$ cat src/rtl/inst_fetch_pkg.sv
// Shared definitions for the instruction fetch unit: opcode/function encodings,
// the HALT match constants and the fetch sequencer state type.
package TopLevel_def;

   typedef enum logic [2:0] {
      R_ADD  = 3'd0,
      R_SUB  = 3'd1,
      R_AND  = 3'd2,
      R_OR   = 3'd3,
      LOAD   = 3'd4,
      STORE  = 3'd5,
      BRANCH = 3'd6,
      R_NEG  = 3'd7
   } Opcode;

   localparam logic [1:0] FUN_PASS = 2'd0;
   localparam logic [1:0] FUN_NEG  = 2'd1;
   localparam logic [1:0] FUN_NOT  = 2'd2;
   localparam logic [1:0] FUN_HALT = 2'd3;

   localparam Opcode      HALT_OPC = R_NEG;
   localparam logic [1:0] HALT_FUN = FUN_HALT;

   typedef enum logic [1:0] {
      IDLE   = 2'd0,
      FETCH  = 2'd1,
      DRAIN  = 2'd2,
      HALTED = 2'd3
   } fetch_state_e;

   // HALT lives in the R_NEG opcode space, selected by the function field.
   function automatic logic is_halt(input logic [2:0] opc, input logic [1:0] fun);
      return (Opcode'(opc) == HALT_OPC) && (fun == HALT_FUN);
   endfunction

endpackage

$ cat src/rtl/fetch_skid_buf.sv
// One-entry skid buffer holding a returned instruction and its address while
// the output register is still occupied by an unaccepted instruction.
module fetch_skid_buf #(
   parameter int PC_W   = 10,
   parameter int INST_W = 9
) (
   input  logic              clk,
   input  logic              reset,
   input  logic              clr_i,
   input  logic              push_i,
   input  logic              pop_i,
   input  logic [INST_W-1:0] inst_i,
   input  logic [PC_W-1:0]   pc_i,
   output logic              valid_o,
   output logic [INST_W-1:0] inst_o,
   output logic [PC_W-1:0]   pc_o
);
   logic              valid_q, valid_d;
   logic [INST_W-1:0] inst_q, inst_d;
   logic [PC_W-1:0]   pc_q, pc_d;

   always_comb begin
      valid_d = valid_q;
      inst_d  = inst_q;
      pc_d    = pc_q;
      if (clr_i) begin
         valid_d = 1'b0;
      end else begin
         if (pop_i) valid_d = 1'b0;
         if (push_i) begin
            valid_d = 1'b1;
            inst_d  = inst_i;
            pc_d    = pc_i;
         end
      end
   end

   always_ff @(posedge clk or posedge reset) begin
      if (reset) begin
         valid_q <= 1'b0;
         inst_q  <= '0;
         pc_q    <= '0;
      end else begin
         valid_q <= valid_d;
         inst_q  <= inst_d;
         pc_q    <= pc_d;
      end
   end

   assign valid_o = valid_q;
   assign inst_o  = inst_q;
   assign pc_o    = pc_q;

endmodule

$ cat src/rtl/inst_fetch.sv
// Instruction fetch unit: issues sequential reads to a one-cycle-latency memory,
// buffers returns in an output register plus skid entry, handles redirect and HALT.
//
//   state  | meaning
//   IDLE   | after reset, waiting for start
//   FETCH  | issuing fetches and delivering instructions
//   DRAIN  | HALT captured, no more fetches, delivering up to and including HALT
//   HALTED | HALT accepted by decoder, waiting for start
module inst_fetch
   import TopLevel_def::*;
#(
   parameter int PC_W   = 10,
   parameter int INST_W = 9
) (
   input  logic              clk,
   input  logic              reset,
   input  logic              start,
   input  logic [PC_W-1:0]   start_addr,
   output logic [PC_W-1:0]   imem_addr,
   input  logic [INST_W-1:0] imem_data,
   input  logic              branch_taken,
   input  logic [PC_W-1:0]   branch_target,
   output logic [INST_W-1:0] out_inst,
   output logic [PC_W-1:0]   out_pc,
   output logic              out_valid,
   input  logic              out_ready,
   output logic              halted
);
   localparam logic [PC_W-1:0] PC_ONE = PC_W'(1);

   fetch_state_e      state_q, state_d;
   logic [PC_W-1:0]   pc_q, pc_d;
   logic              inflight_q, inflight_d;
   logic [PC_W-1:0]   fl_pc_q, fl_pc_d;
   logic              out_valid_q, out_valid_d;
   logic [INST_W-1:0] out_inst_q, out_inst_d;
   logic [PC_W-1:0]   out_pc_q, out_pc_d;

   logic              skid_valid, skid_push, skid_pop, skid_clr;
   logic [INST_W-1:0] skid_inst;
   logic [PC_W-1:0]   skid_pc;

   logic              waiting, active, redirect, accept, out_free;
   logic              in_valid, halt_cap, issue;
   logic [1:0]        occupancy;

   assign waiting   = (state_q == IDLE) || (state_q == HALTED);
   assign active    = (state_q == FETCH) || (state_q == DRAIN);
   assign redirect  = active && branch_taken;
   assign accept    = out_valid_q && out_ready;
   assign out_free  = !out_valid_q || accept;
   assign in_valid  = inflight_q && (state_q == FETCH);
   assign halt_cap  = in_valid && is_halt(imem_data[8:6], imem_data[1:0]);

   // An output entry being accepted this cycle frees its slot, which is what
   // lets a single outstanding fetch sustain one instruction per cycle.
   assign occupancy = {1'b0, out_valid_q && !out_ready} + {1'b0, skid_valid} + {1'b0, inflight_q};
   assign issue     = (state_q == FETCH) && !branch_taken && !halt_cap && (occupancy < 2'd2);

   assign inflight_d = issue;
   assign fl_pc_d    = issue ? pc_q : fl_pc_q;

   always_comb begin
      state_d = state_q;
      case (state_q)
         IDLE, HALTED: if (start) state_d = FETCH;
         FETCH: begin
            if (branch_taken)  state_d = FETCH;
            else if (halt_cap) state_d = DRAIN;
         end
         DRAIN: begin
            if (branch_taken) state_d = FETCH;
            else if (accept && is_halt(out_inst_q[8:6], out_inst_q[1:0])) state_d = HALTED;
         end
         default: state_d = IDLE;
      endcase
   end

   always_comb begin
      pc_d = pc_q;
      if (waiting && start)  pc_d = start_addr;
      else if (redirect)     pc_d = branch_target;
      else if (issue)        pc_d = pc_q + PC_ONE;
   end

   // Skid entry is always older than the returning word, so it drains first.
   always_comb begin
      out_valid_d = out_valid_q;
      out_inst_d  = out_inst_q;
      out_pc_d    = out_pc_q;
      skid_push   = 1'b0;
      skid_pop    = 1'b0;
      skid_clr    = 1'b0;
      if (redirect) begin
         out_valid_d = 1'b0;
         skid_clr    = 1'b1;
      end else if (out_free) begin
         if (skid_valid) begin
            out_valid_d = 1'b1;
            out_inst_d  = skid_inst;
            out_pc_d    = skid_pc;
            skid_pop    = 1'b1;
            skid_push   = in_valid;
         end else if (in_valid) begin
            out_valid_d = 1'b1;
            out_inst_d  = imem_data;
            out_pc_d    = fl_pc_q;
         end else begin
            out_valid_d = 1'b0;
         end
      end else if (in_valid) begin
         skid_push = 1'b1;
      end
   end

   fetch_skid_buf #(
      .PC_W   (PC_W),
      .INST_W (INST_W)
   ) u_skid (
      .clk     (clk),
      .reset   (reset),
      .clr_i   (skid_clr),
      .push_i  (skid_push),
      .pop_i   (skid_pop),
      .inst_i  (imem_data),
      .pc_i    (fl_pc_q),
      .valid_o (skid_valid),
      .inst_o  (skid_inst),
      .pc_o    (skid_pc)
   );

   always_ff @(posedge clk or posedge reset) begin
      if (reset) begin
         state_q     <= IDLE;
         pc_q        <= '0;
         inflight_q  <= 1'b0;
         fl_pc_q     <= '0;
         out_valid_q <= 1'b0;
         out_inst_q  <= '0;
         out_pc_q    <= '0;
      end else begin
         state_q     <= state_d;
         pc_q        <= pc_d;
         inflight_q  <= inflight_d;
         fl_pc_q     <= fl_pc_d;
         out_valid_q <= out_valid_d;
         out_inst_q  <= out_inst_d;
         out_pc_q    <= out_pc_d;
      end
   end

   assign imem_addr = pc_q;
   assign out_inst  = out_inst_q;
   assign out_pc    = out_pc_q;
   assign out_valid = out_valid_q;
   assign halted    = (state_q == HALTED);

endmodule
$ cat config.mk
export PLATFORM = sky130hd
export DESIGN_NAME = inst_fetch
export DESIGN_NICKNAME = d
export VERILOG_FILES = /design/src/rtl/inst_fetch_pkg.sv /design/src/rtl/fetch_skid_buf.sv /design/src/rtl/inst_fetch.sv
export SDC_FILE = /design/constraint.sdc
export NUM_CORES = 1
export LEC_CHECK = 0
export BUFFER_PORTS_ARGS = -buffer_cell sky130_fd_sc_hd__buf_4
export CORE_MARGIN = 2
export CORE_UTILIZATION = 35
export DETAILED_ROUTE_END_ITERATION = 10
export HOLD_SLACK_MARGIN = 0.05
export PLACE_DENSITY_LB_ADDON = 0.1
export RECOVER_POWER = 25
export SKIP_CTS_REPAIR_TIMING = 1
export SYNTH_ARGS = -nofsm -noshare
export SYNTH_HDL_FRONTEND = slang
export SYNTH_SLANG_ARGS = --single-unit
$ cat constraint.sdc
create_clock -name clk -period 5.1 [get_ports clk]
set_clock_uncertainty 0.1 [all_clocks]
set_input_delay 1.02 -clock clk [delete_from_list [all_inputs] [get_ports clk]]
set_output_delay 1.02 -clock clk [all_outputs]
set_load 0.03 [all_outputs]
# --- After elaboration in Yosys (flattened, before gate mapping) ---
# Cells that the tools add are included.
op_classes:
  bitwise: 2
  order_cmp: 1
  n_addsub: 3
  reduce_logical: 28
  n_mux: 27
  n_eq_ne: 10
ops:
  columns: ["operator", "n"]
  rows:
  - ["10-bit two-way mux", 5]
  - ["9-bit two-way mux", 2]
  - ["1-bit two-way mux", 14]
  - ["1-bit logical AND", 12]
  - ["10-bit by 1-bit adder with 10-bit output (second input constant)", 1]
  - ["2-bit two-way mux", 5]
  - ["2-bit == test (second input constant)", 4]
  - ["3-bit == test (second input constant)", 2]
  - ["2-bit one-hot mux with 3 select lines", 1]
  - ["3-bit AND reduction", 2]
  - ["3-bit nonzero test", 2]
  - ["1-bit logical NOT", 4]
  - ["2-bit nonzero test", 2]
  - ["1-bit logical OR", 3]
  - ["3-bit by 2-bit inequality test with 1-bit output (second input constant)", 1]
  - ["3-bit inequality test (second input constant)", 1]
  - ["1-bit by 1-bit adder with 2-bit output", 1]
  - ["2-bit by 1-bit adder with 2-bit output", 1]
  - ["2-bit by 1-bit == test with 1-bit output (second input constant)", 1]
  - ["2-bit logical NOT", 1]
  - ["2-bit < comparator (second input constant)", 1]
  - ["2-bit inequality test (second input constant)", 1]
  - ["1-bit inverter", 2]
  - ["2-bit AND reduction", 1]
  - ["2-bit OR reduction", 1]
word_totals:
  in_bits: 34
  wordCells: 81
  out_inout_bits: 31
  register_bits: 63

# --- Longest topological paths before layout ---
logic_depth:
  depth_word: 9
  depth_mapped: 9
  mapped_depth_nobuf: 7

# --- By module ---
# A second synthesis with hierarchy kept.
unflattened:
  cells_unflattened: 263
  area_unflattened_um2: 3085.5
by_module_without_submodules:
  columns: ["mod", "n_inst", "area_each_um2", "seq_area_each_um2", "cells_per_inst"]
  rows:
  - ["inst_fetch", 1, 2269.7, 1076.0, 217]
  - ["fetch_skid_buf", 1, 815.8, 500.5, 46]

# --- Least setup slack after synthesis ---
# Ideal clock, no wire load.
synth_path:
  kind: "input port to flip-flop"
  startpoint: "input port out_ready"
  endpoint: "register pc_q[3], in the netlist imem_addr[3]"
  t_required_ps: 4873
  path_buffers: 1
  path_slack_ps: 2311
  t_arrival_ps: 2562
  setup_time_ps: 127
  stages: 6
  path_cell_list: "nor2b_1 > ha_1 > a211o_1 > o21a_4 > buf_2 > a221o_2"
synth_via:
  elab_chain_cells: 7
synth_rtl:
  columns: ["element", "line", "text"]
  rows:
  - ["start: declaration", "inst_fetch.sv:26", "input logic out_ready,"]
  - ["1-bit logical NOT", "inst_fetch.sv:57", "assign occupancy = {1'b0, out_valid_q && !out_ready} + {1'b0, skid_valid} + {1'b0, inflight_q};"]
  - ["1-bit logical AND", "inst_fetch.sv:57", null]
  - ["1-bit by 1-bit adder with 2-bit output", "inst_fetch.sv:57", null]
  - ["2-bit by 1-bit adder with 2-bit output", "inst_fetch.sv:57", null]
  - ["2-bit < comparator", "inst_fetch.sv:58", "assign issue = (state_q == FETCH) && !branch_taken && !halt_cap && (occupancy < 2'd2);"]
  - ["1-bit logical AND", "inst_fetch.sv:58", null]
  - ["3-bit nonzero test (no source line)", null, null]
  - ["end signal: assignment", "inst_fetch.sv:143", "pc_q <= pc_d;"]
  - ["end: declaration", "inst_fetch.sv:32", "logic [PC_W-1:0] pc_q, pc_d;"]
# No other way between the ends.
# A chain may end at the register's enable or synchronous reset.

==> summary.txt <==
Clock network
  • TritonCTS Sinks: 63
  • Clock tree buffer depth: 2
  • Worst-Skew Late Latency: 330 ps
  • CTS tree: yes
  • Root buf cell: clkbuf_8
  • CTS H-tree lvls: 3
  • CTS Buf Count: 9
  • Worst-path clk slew: 70 ps

Route
  • Via count: 2139
  • DR WL/cell: 14.99 um
  • Via-per-instance ratio: 4.929
  • DR iter-0 viols: 87
  • Routed Wire Length: 6.507 mm
  • Drt drc: 0
  • DR pass1 iterations: 4
  • Final ANT Viol Nets: 0

Synthesis
  • Simple-gate share of the synthesized area: 0.1006
  • Mux cell area share after synthesis: 0.1731
  • Compound-Gate Fraction of Synth Area: 0.1194
  • Ys async rst share: 1.000
  • Largest family of logic cells by synthesized area: multiplexers
  • Post-synthesis register bit count: 63
  • Count leader, synth: dfrtp_1
  • Prevailing post-synth register cell: dfrtp_1
  • Yosys cell types: 38
  • Syn Nets: 300
  • Synth Area in XOR/XNOR: 0.02640
  • Synth Instances: 261
  • Synth warnings: 0
  • Synthesized area: 0.002985 mm2
  • Commonest cells post-synth: 63 x dfrtp_1, 35 x nor2_1, 29 x mux2_2
  • Share of the synthesized area in the top cell type: 0.5281
  • Seq/Total Area, Yosys: 0.5281
  • Cell taking the most area after synthesis: dfrtp_1
  • Post-Synth Adder-Cell Area: 0.02096
  • Area contributors post-synth: dfrtp_1 53%, mux2_2 11%, mux2i_1 6.4%
  • Avg Cell Area, Syn: 11.44 um2
  • Post-synth EDFFs: 0

Place
  • Port buffer count: 64
  • DPL Wire Length: 4.454 mm
  • Routability cong.: 0.7223
  • Setup WS pre-CTS: 1567 ps

Global routing
  • First-pass GRT wire length: 10.92 mm
  • GRT Util Overall: 0.1570
  • GR Overflow Total: 0
  • Largest net degree at the start of global routing: 40
  • Initial antenna violation count: 0
  • Number of global-route vias before repair: 2125

Floorplanning
  • Die Width: 96.36 um
  • IO Count: 65
  • Die area: 0.009284 mm2
  • Site Rows: 33
  • Initial Util: 0.3615
  • Core area: 0.008258 mm2
  • Die Y: 96.36 um

Cells and area
  • Area Growth Syn to Fin: 27.20%
  • Fin nets: 363
  • Multi-input logic area: 0.001321 mm2
  • FF/Latch Area: 0.001577 mm2
  • Fillers: 840
  • Share of cells above drive strength 1: 0.3617
  • Diode count: 0

Setup path
  • CP Capture Type: asynchronous set/reset pin
  • Critical Path Fanout Max: 38
  • Startpoint Class: primary input
  • Arrival time of the worst setup path: 3400 ps
  • CP required: 5040 ps
  • Crit path kind: primary input to asynchronous set/reset pin

STA
  • Worst Tran Pin Value: 2019 ps
  • Final setup TNS: 0 ps
  • Final Hold Fails: 0
  • RSZ-0062 raised after global routing: false
  • Worst rel slew slack: -0.3458
  • Final setup vio count: 0
  • PnR worst setup slack: 1639 ps
  • Tmin final: 3461 ps
  • Fmax: 0.2889 GHz
  • Crit share post-route: 0.6786
  • Slew Limit Fails: 39

Status
  • Failing checks: max-capacitance violations, max-slew violations
  • Status: finished with violations

Pwr
  • Max VDD drop: 0.2892 mV
  • P per Cell Area: 690.8 mW/mm2
  • Static Leakage: 1.696 nW

Worst hold path
  • Hold crit path type: flip-flop to flip-flop

Run
  • # Max-Cap Violations: 1
layout by cell type (no fill, tap or decap), types with 2 or more instances in the layout:
master	count
buf_4	66
dfrtp_1	63
nor2_1	35
mux2_2	29
a21oi_1	21
mux2i_1	19
clkbuf_8	13
xnor2_1	7
nand2_1	7
nand3_1	6
a2111oi_0	5
inv_1	5
o21ai_0	5
ha_1	5
a221o_1	4
nor2b_1	3
nand4_1	3
a22oi_1	3
and2_1	2
a21o_1	2
nor4_1	2
xor2_1	2
a221o_2	2
bufinv_16	2
clkbuf_1	2
worst paths after layout:
path	from	cells after the start	endpoint	slack [ps]
worst max-delay path	reset	3	fl_pc_q[9]	1640
worst min-delay path	u_skid.pc_o[1]	1	u_skid.pc_o[1]	400
worst max register to register	out_valid	5	fl_pc_q[9]	2330
worst min register to register	u_skid.pc_o[1]	1	u_skid.pc_o[1]	400
max in group clk	out_ready	6	fl_pc_q[9]	1940
min in group asynchronous	reset	2	out_pc[1]	840
registers in the layout, summed over array words and instances, names as in the netlist:
register and count:
fl_pc_q 10, imem_addr 10, out_pc 10, u_skid.pc_o 10, out_inst 9, u_skid.inst_o 9
state_q 2, inflight_q 1, out_valid 1, u_skid.valid_o 1
critical path, stage by stage:
cell	delay, ps
clkbuf_4	110
inv_1	730
clkbuf_1	1520
kinds of logic (layout without fill, tap and decap cells):
family | after synthesis | count (layout)
AND/OR/NAND/NOR | 64 | 64
multiplexers | 48 | 48
AO/OA/AOI/OAI | 51 | 51
flip-flops | 63 | 63
XOR/XNOR | 9 | 9
buffers and inverters | 21 | 89
adder cells (fa/ha/maj) | 5 | 5
final cells by class:
cell class / count / share of cell area
flip-flops and latches: 63 / 0.4152
repair buffers: 68 / 0.1334
multi-input cells: 177 / 0.3479
inverters: 5 / 0.004942
clock inverters: 2 / 0.01582
well taps: 105 / 0.03460
clock buffers: 14 / 0.04811
layer usage:
metal / vias to the layer above / GRT usage / share of wire
met4: 0 / 0.05986 / 0.013
met1: 1022 / 0.2259 / 0.51
met2: 49 / 0.2263 / 0.43
met3: 10 / 0.04072 / 0.047
li1: 1058 / - / -
met5: - / 0 / 0
where the power goes:
group / switching (W) / internal, W / total, W
sequential: 0.000194 / 0.000739 / 0.000933
combinational: 0.000655 / 0.000513 / 0.00117
clock: 0.000192 / 0.000329 / 0.000522
stage by stage:
stage,hold WS [ps],cell area [um2],util,total power (W),cells
after floorplan,379.2,2985,-,0.001762,261
after global placement,386.7,3558,0.4309,0.002108,418
after detailed placement,393.0,3558,0.4309,0.002129,418
after CTS,409.1,3801,0.4603,0.002659,434
after global routing,417.6,3797,0.4598,0.002832,434
final,404.3,3797,0.4598,0.002623,434
(Power assumes the default switching activity.)
